==> src/rtl/ospfb_pkg.sv <==
// Shared types for the OSPFB test-vector source: pattern modes and frame FSM states.
package ospfb_pkg;

  typedef enum logic [1:0] {
    MODE_RAMP    = 2'd0,
    MODE_IMPULSE = 2'd1,
    MODE_DC      = 2'd2,
    MODE_NYQ     = 2'd3
  } mode_e;

  typedef enum logic [1:0] {
    IDLE = 2'd0,
    RUN  = 2'd1,
    DONE = 2'd2
  } state_e;

  // Width of an in-frame beat index; never narrower than one bit.
  function automatic int idx_width(input int frame_len);
    return (frame_len > 1) ? $clog2(frame_len) : 1;
  endfunction

endpackage

==> src/rtl/frame_pattern_gen.sv <==
// Combinational pattern generator: tdata = {im, re} for a given mode, beat index n and frame f.
module frame_pattern_gen
  import ospfb_pkg::*;
#(
  parameter int WIDTH   = 16,
  parameter int AMP     = 2**(WIDTH-2),
  parameter int IMP_IDX = 0,
  parameter int IDX_W   = 6
) (
  input  mode_e              mode,
  input  logic [IDX_W-1:0]   n,
  input  logic [WIDTH-1:0]   f,
  output logic [2*WIDTH-1:0] tdata
);

  localparam logic [WIDTH-1:0] AMP_POS = WIDTH'(AMP);
  localparam logic [WIDTH-1:0] AMP_NEG = WIDTH'(-AMP);

  logic [WIDTH-1:0] re;
  logic [WIDTH-1:0] im;

  always_comb begin
    // NOTE: every output gets a default before the case so no path leaves it unassigned (no latch).
    re = '0;
    im = '0;
    case (mode)
      MODE_RAMP: begin
        re = WIDTH'(n);
        im = f;
      end
      MODE_IMPULSE: re = (n == IDX_W'(IMP_IDX)) ? AMP_POS : '0;
      MODE_DC:      re = AMP_POS;
      MODE_NYQ:     re = n[0] ? AMP_NEG : AMP_POS;
      default:      ;
    endcase
  end

  assign tdata = {im, re};

endmodule

==> src/rtl/axis_frame_src.sv <==
// AXI4-Stream framed test-vector transmitter with full backpressure, tlast framing and tuser beat index.
module axis_frame_src
  import ospfb_pkg::*;
#(
  parameter int WIDTH      = 16,
  parameter int FRAME_LEN  = 64,
  parameter int NUM_FRAMES = 0,
  parameter int AMP        = 2**(WIDTH-2),
  parameter int IMP_IDX    = 0,
  parameter int USER_WID   = 8
) (
  input  logic                clk,
  input  logic                rst_n,
  input  logic                start,
  input  logic                stop,
  input  logic [1:0]          mode,
  output logic [2*WIDTH-1:0]  m_axis_tdata,
  output logic                m_axis_tvalid,
  input  logic                m_axis_tready,
  output logic                m_axis_tlast,
  output logic [USER_WID-1:0] m_axis_tuser,
  output logic [31:0]         frame_cnt,
  output logic                busy,
  output logic                done
);

  localparam int              IDX_W      = idx_width(FRAME_LEN);
  localparam logic [IDX_W-1:0] LAST_IDX  = IDX_W'(FRAME_LEN - 1);
  localparam logic [31:0]     NUM_FRM_W  = 32'(NUM_FRAMES);
  localparam bit              BOUNDED    = (NUM_FRAMES != 0);

  state_e             state;
  mode_e              mode_q;
  logic               stop_q;
  logic [IDX_W-1:0]   beat_idx;

  logic               accept;
  logic               frame_end;
  logic               run_end;
  logic [IDX_W-1:0]   idx_nxt;
  logic [31:0]        fcnt_nxt;

  mode_e              gen_mode;
  logic [IDX_W-1:0]   gen_n;
  logic [WIDTH-1:0]   gen_f;
  logic [2*WIDTH-1:0] gen_data;

  assign accept    = (state == RUN) && m_axis_tvalid && m_axis_tready;
  assign frame_end = accept && m_axis_tlast;
  assign idx_nxt   = (beat_idx == LAST_IDX) ? '0 : beat_idx + IDX_W'(1);
  assign fcnt_nxt  = frame_end ? frame_cnt + 32'd1 : frame_cnt;
  assign run_end   = frame_end && (stop_q || (BOUNDED && (fcnt_nxt == NUM_FRM_W)));

  // The generator always computes the beat that will be presented after this edge.
  always_comb begin
    gen_mode = mode_q;
    gen_n    = idx_nxt;
    gen_f    = fcnt_nxt[WIDTH-1:0];
    if (state != RUN) begin
      gen_mode = mode_e'(mode);
      gen_n    = '0;
      gen_f    = '0;
    end
  end

  frame_pattern_gen #(
    .WIDTH   (WIDTH),
    .AMP     (AMP),
    .IMP_IDX (IMP_IDX),
    .IDX_W   (IDX_W)
  ) u_pattern (
    .mode  (gen_mode),
    .n     (gen_n),
    .f     (gen_f),
    .tdata (gen_data)
  );

  // NOTE: state registers use non-blocking assignments so every flop samples pre-edge values.
  always_ff @(posedge clk or negedge rst_n) begin
    if (!rst_n) begin
      state         <= IDLE;
      mode_q        <= MODE_RAMP;
      stop_q        <= 1'b0;
      beat_idx      <= '0;
      frame_cnt     <= '0;
      m_axis_tvalid <= 1'b0;
      m_axis_tdata  <= '0;
      m_axis_tlast  <= 1'b0;
      busy          <= 1'b0;
      done          <= 1'b0;
    end else begin
      case (state)
        IDLE, DONE: begin
          if (start) begin
            state         <= RUN;
            mode_q        <= mode_e'(mode);
            stop_q        <= 1'b0;
            beat_idx      <= '0;
            frame_cnt     <= '0;
            m_axis_tvalid <= 1'b1;
            m_axis_tdata  <= gen_data;
            m_axis_tlast  <= 1'b0;
            busy          <= 1'b1;
            done          <= 1'b0;
          end
        end
        RUN: begin
          if (stop) stop_q <= 1'b1;
          if (accept) begin
            frame_cnt <= fcnt_nxt;
            beat_idx  <= idx_nxt;
            if (run_end) begin
              state         <= DONE;
              stop_q        <= 1'b0;
              m_axis_tvalid <= 1'b0;
              m_axis_tlast  <= 1'b0;
              busy          <= 1'b0;
              done          <= 1'b1;
            end else begin
              m_axis_tdata <= gen_data;
              m_axis_tlast <= (idx_nxt == LAST_IDX);
            end
          end
        end
        default: state <= IDLE;
      endcase
    end
  end

  assign m_axis_tuser = USER_WID'(beat_idx);

endmodule

==> config.mk <==
export PLATFORM = sky130hd
export DESIGN_NAME = axis_frame_src
export DESIGN_NICKNAME = d
export VERILOG_FILES = /design/src/rtl/ospfb_pkg.sv /design/src/rtl/frame_pattern_gen.sv /design/src/rtl/axis_frame_src.sv
export SDC_FILE = /design/constraint.sdc
export NUM_CORES = 1
export LEC_CHECK = 0
export BUFFER_PORTS_ARGS = -buffer_cell sky130_fd_sc_hd__buf_2
export CAP_MARGIN = 10
export CORE_MARGIN = 4
export CORE_UTILIZATION = 45
export CTS_CLUSTER_SIZE = 12
export DETAILED_ROUTE_END_ITERATION = 8
export GPL_TIMING_DRIVEN = 0
export PLACE_DENSITY_LB_ADDON = 0.25
export SETUP_SLACK_MARGIN = 0.3
export SKIP_LAST_GASP = 1
export SYNTH_ARGS = -nofsm -noshare
export SYNTH_HDL_FRONTEND = slang
export SYNTH_HIERARCHICAL = 1
export SYNTH_SLANG_ARGS = --single-unit
==> constraint.sdc <==
create_clock -name clk -period 2.8 [get_ports clk]
set_input_delay 0.42 -clock clk [delete_from_list [all_inputs] [get_ports clk]]
set_output_delay 0.42 -clock clk [all_outputs]
set_load 0.005 [all_outputs]
==> results.json <==
{
  "placement.setup.worst_slack_ps": 363,
  "mean_syn_cell_area_sq_um": 10.0,
  "mostFrequentLayoutCell": "buf_2",
  "peak_supply_drop_mv": 0.337,
  "gpl.final_weighted_congestion": 0.837,
  "worst_clock_skew_ps": 10.8,
  "post-route-cell-area_sq_um": 5160,
  "setup_violations": 0,
  "grt_pass1_vias": 3602,
  "coreArea_sq_um": 9240,
  "final_routed_wire_length_divided_by_cell_count_um": 15.8,
  "power_frac_seq_pct": 42.8,
  "antenna_cells": 0,
  "netlist_instances": 426,
  "vias": 3528,
  "utilization_pct": 55.8,
  "sort_of_element_at_the_start_of_the_critical_path": "flip-flop",
  "setup-tns-final_ps": 0,
  "grt.total_usage_pct": 19.8,
  "num-fill-cells": 850,
  "async_flop_share_pct": 100,
  "fp.dieW_um": 105,
  "run_status": "completed",
  "wire_length_of_the_first_global_routing_pass_um": 17800,
  "timing.slew.headroom_pct": 46.3,
  "floorplan.io_pins": 83,
  "final_cell_mix": "84 x buf_2, 78 x dfrtp_1, 48 x nand2_1",
  "cts.sink_count": 78,
  "area_growth_syn_to_layout_pct": 21.0,
  "numCtsBuffers": 9,
  "detail_route.vias_per_cell": 5.33,
  "grt_antenna_before_repair": 0,
  "synth_edf_count": 0,
  "power.density_nw_per_um2": 614,
  "critPathMaxStageDelay_ps": 490,
  "dominantRegCellSynth": "dfrtp_1",
  "p_sw_share_pct": 30.3,
  "number_of_port_buffers": 80,
  "placed_cells_incl_taps": 644,
  "timing.final.crit_period_ps": 2320,
  "grt_remaining_overflow": 0,
  "buffer_levels_on_the_longest_clock_path": 2,
  "tritoncts": "built",
  "drc_errors": 0,
  "finalNonFillerCells": 662,
  "postPlaceCellArea_sq_um": 4890,
  "crit_fanout": 10,
  "initial_core_util_pct": 46.1,
  "ys_seq_elements": 78,
  "detailedPlacementHpwl_um": 7780,
  "layout_worst_path_cycle_share_pct": 82.8,
  "route.antenna.remaining_nets": 0,
  "worst-endpoint-arrival_ps": 2620,
  "worst_slack_ps": 481,
  "critical_path.endpoint_type": "flip-flop",
  "switching_power_mw": 0.960,
  "path_clk_slew_ps": 80,
  "timing_worst_setup_path_type": "reg2reg",
  "final_max_slew_viol_count": 0,
  "internal_power_mw": 2.21,
  "crit_chain": "ha_1 > nand4_1 > or3_4 > buf_6 > or3_1 > a21oi_1 > and2_1 > mux2_2",
  "yosys_warnings": 6,
  "static-leakage-power_nw": 2.54,
  "cp_data_required_time_ps": 3100,
  "max_cap_violations": 0,
  "post_synth_instance_area_sq_um": 4260,
  "slowest_stage": "dfrtp_1",
  "synth.distinct_cells": 53,
  "seq_area_frac_synth_pct": 45.8,
  "rsz0062_at_grt": "false",
  "drt_pre_antenna_iters": 4,
  "insertion_delay_ps": 360,
  "hold_path_class": "in2reg",
  "floorplan.die_area_sq_um": 11100,
  "h-tree-depth": 3,
  "worst_slew_pin_slew_ps": 799,
  "initialDrtViolationCount": 171,
  "die_h_um": 105,
  "finish.net_count": 538,
  "final_hold_viol_count": 0,
  "fmax_mhz": 431,
  "drt_wl_total_um": 10500,
  "largest_net_degree_at_the_start_of_global_routing": 49,
  "power_frac_clock_pct": 32.7,
  "drive_gt1_share_pct": 34.1,
  "num_rows": 35,
  "power_frac_comb_pct": 24.5,
  "clock_tree.root_cell": "clkbuf_8"
}
## routing by layer
metal	part of all wire, %	GRT usage, %	up-vias
met5	0	0	-
met4	1.9	6.47	0
met3	5.0	4.65	16
met2	47	32.5	97
met1	46	25.8	1698
li1	-	-	1717
## cells by family after synthesis
logic type                 share of synthesized area, %
DFF                                                45.8
AOI/OAI and AO/OA                                  9.71
and+or+nand+nor                                    22.7
muxes                                              12.6
buffers and inverters                              5.52
adders and majority gates                         0.880
xor gates and xnor gates                           2.67
other                                             0.176
## through the flow
stage	power, mW	hold slack (ps)
after floorplan	1.87	124
after global routing	3.34	288
after CTS	3.19	271
after global placement	2.12	458
after detailed placement	2.16	392
final	3.17	278
## worst paths after layout
check                                    startpoint                            to  slack, ps  cells past startpoint
min in group asynchronous                     rst_n   m_axis_tdata[9]$_DFFE_PN0P_        540                      2
min reg2reg                        done$_DFFE_PN0P_              done$_DFFE_PN0P_        480                      2
max in group asynchronous                     rst_n      frame_cnt[8]$_DFFE_PN0P_       1690                      3
min                                         mode[1]         mode_q[1]$_DFFE_PN0P_        280                      3
max                        frame_cnt[0]$_DFFE_PN0P_  m_axis_tdata[30]$_DFFE_PN0P_        480                      8
max reg2reg                frame_cnt[0]$_DFFE_PN0P_  m_axis_tdata[30]$_DFFE_PN0P_        480                      8
## repair_timing
| action | in CTS | in global routing |
|---|---|---|
| setup endpoints to repair | 0 | 21 |
| buffers inserted | 0 | 1 |
| hold buffers | 1 | 0 |
| gates resized for setup | 0 | 5 |
| hold endpoints to repair | 5 | 0 |
## state kept, by name (all words and copies together), names as in the netlist
signal        count
beat_idx          6
busy              1
done              1
frame_cnt        32
m_axis_tdata     32
m_axis_tlast      1
mode_q            2
state             2
stop_q            1
## cells in the mapped netlist, drive strengths merged, types with 7 or more instances
library cell / n / share of area (%)
nand3: 18 / 2.1
mux2i: 11 / 2.6
o21ai: 20 / 2.3
mux2: 38 / 10
nor2: 24 / 2.2
xnor2: 9 / 1.8
nand2: 48 / 4.2
and2: 25 / 4.0
clkbuf: 11 / 1.1
a21oi: 17 / 2.0
and4: 7 / 1.4
nand4: 13 / 1.9
dfrtp: 78 / 46
or3: 7 / 1.1
nor4: 8 / 1.3
buf: 25 / 4.1
## final cells by class
class	count	area, sq um	area share, %
Buffer	36	223	4.32
Clock buffer	9	124	2.40
Clock inverter	7	123	2.38
Inverter	4	15.0	0.291
Multi-Input combinational cell	316	2110	41.0
Sequential cell	78	1950	37.8
Tap cell	129	161	3.13
Timing Repair Buffer	83	448	8.69
## worst max-delay path: cells and delay by family (launching register included)
kind	cells	cell delay, ps
muxes	1	130
buffers and inverters	1	160
AOI/OAI and AO/OA	1	150
DFF	1	490
and+or+nand+nor	4	1120
adders and majority gates	1	220
## power groups by stage
| stage | registers (mW) | logic, mW | clock network, mW |
|---|---|---|---|
| 3_3_place_gp | 1.37 | 0.753 | 0 |
| 6_report | 1.36 | 0.775 | 1.04 |
| 2_1_floorplan | 1.37 | 0.496 | 0 |
| 4_1_cts | 1.36 | 0.784 | 1.05 |
| 3_5_place_dp | 1.38 | 0.781 | 0 |
| 5_1_grt | 1.38 | 0.860 | 1.11 |
(Power assumes the default switching activity.)
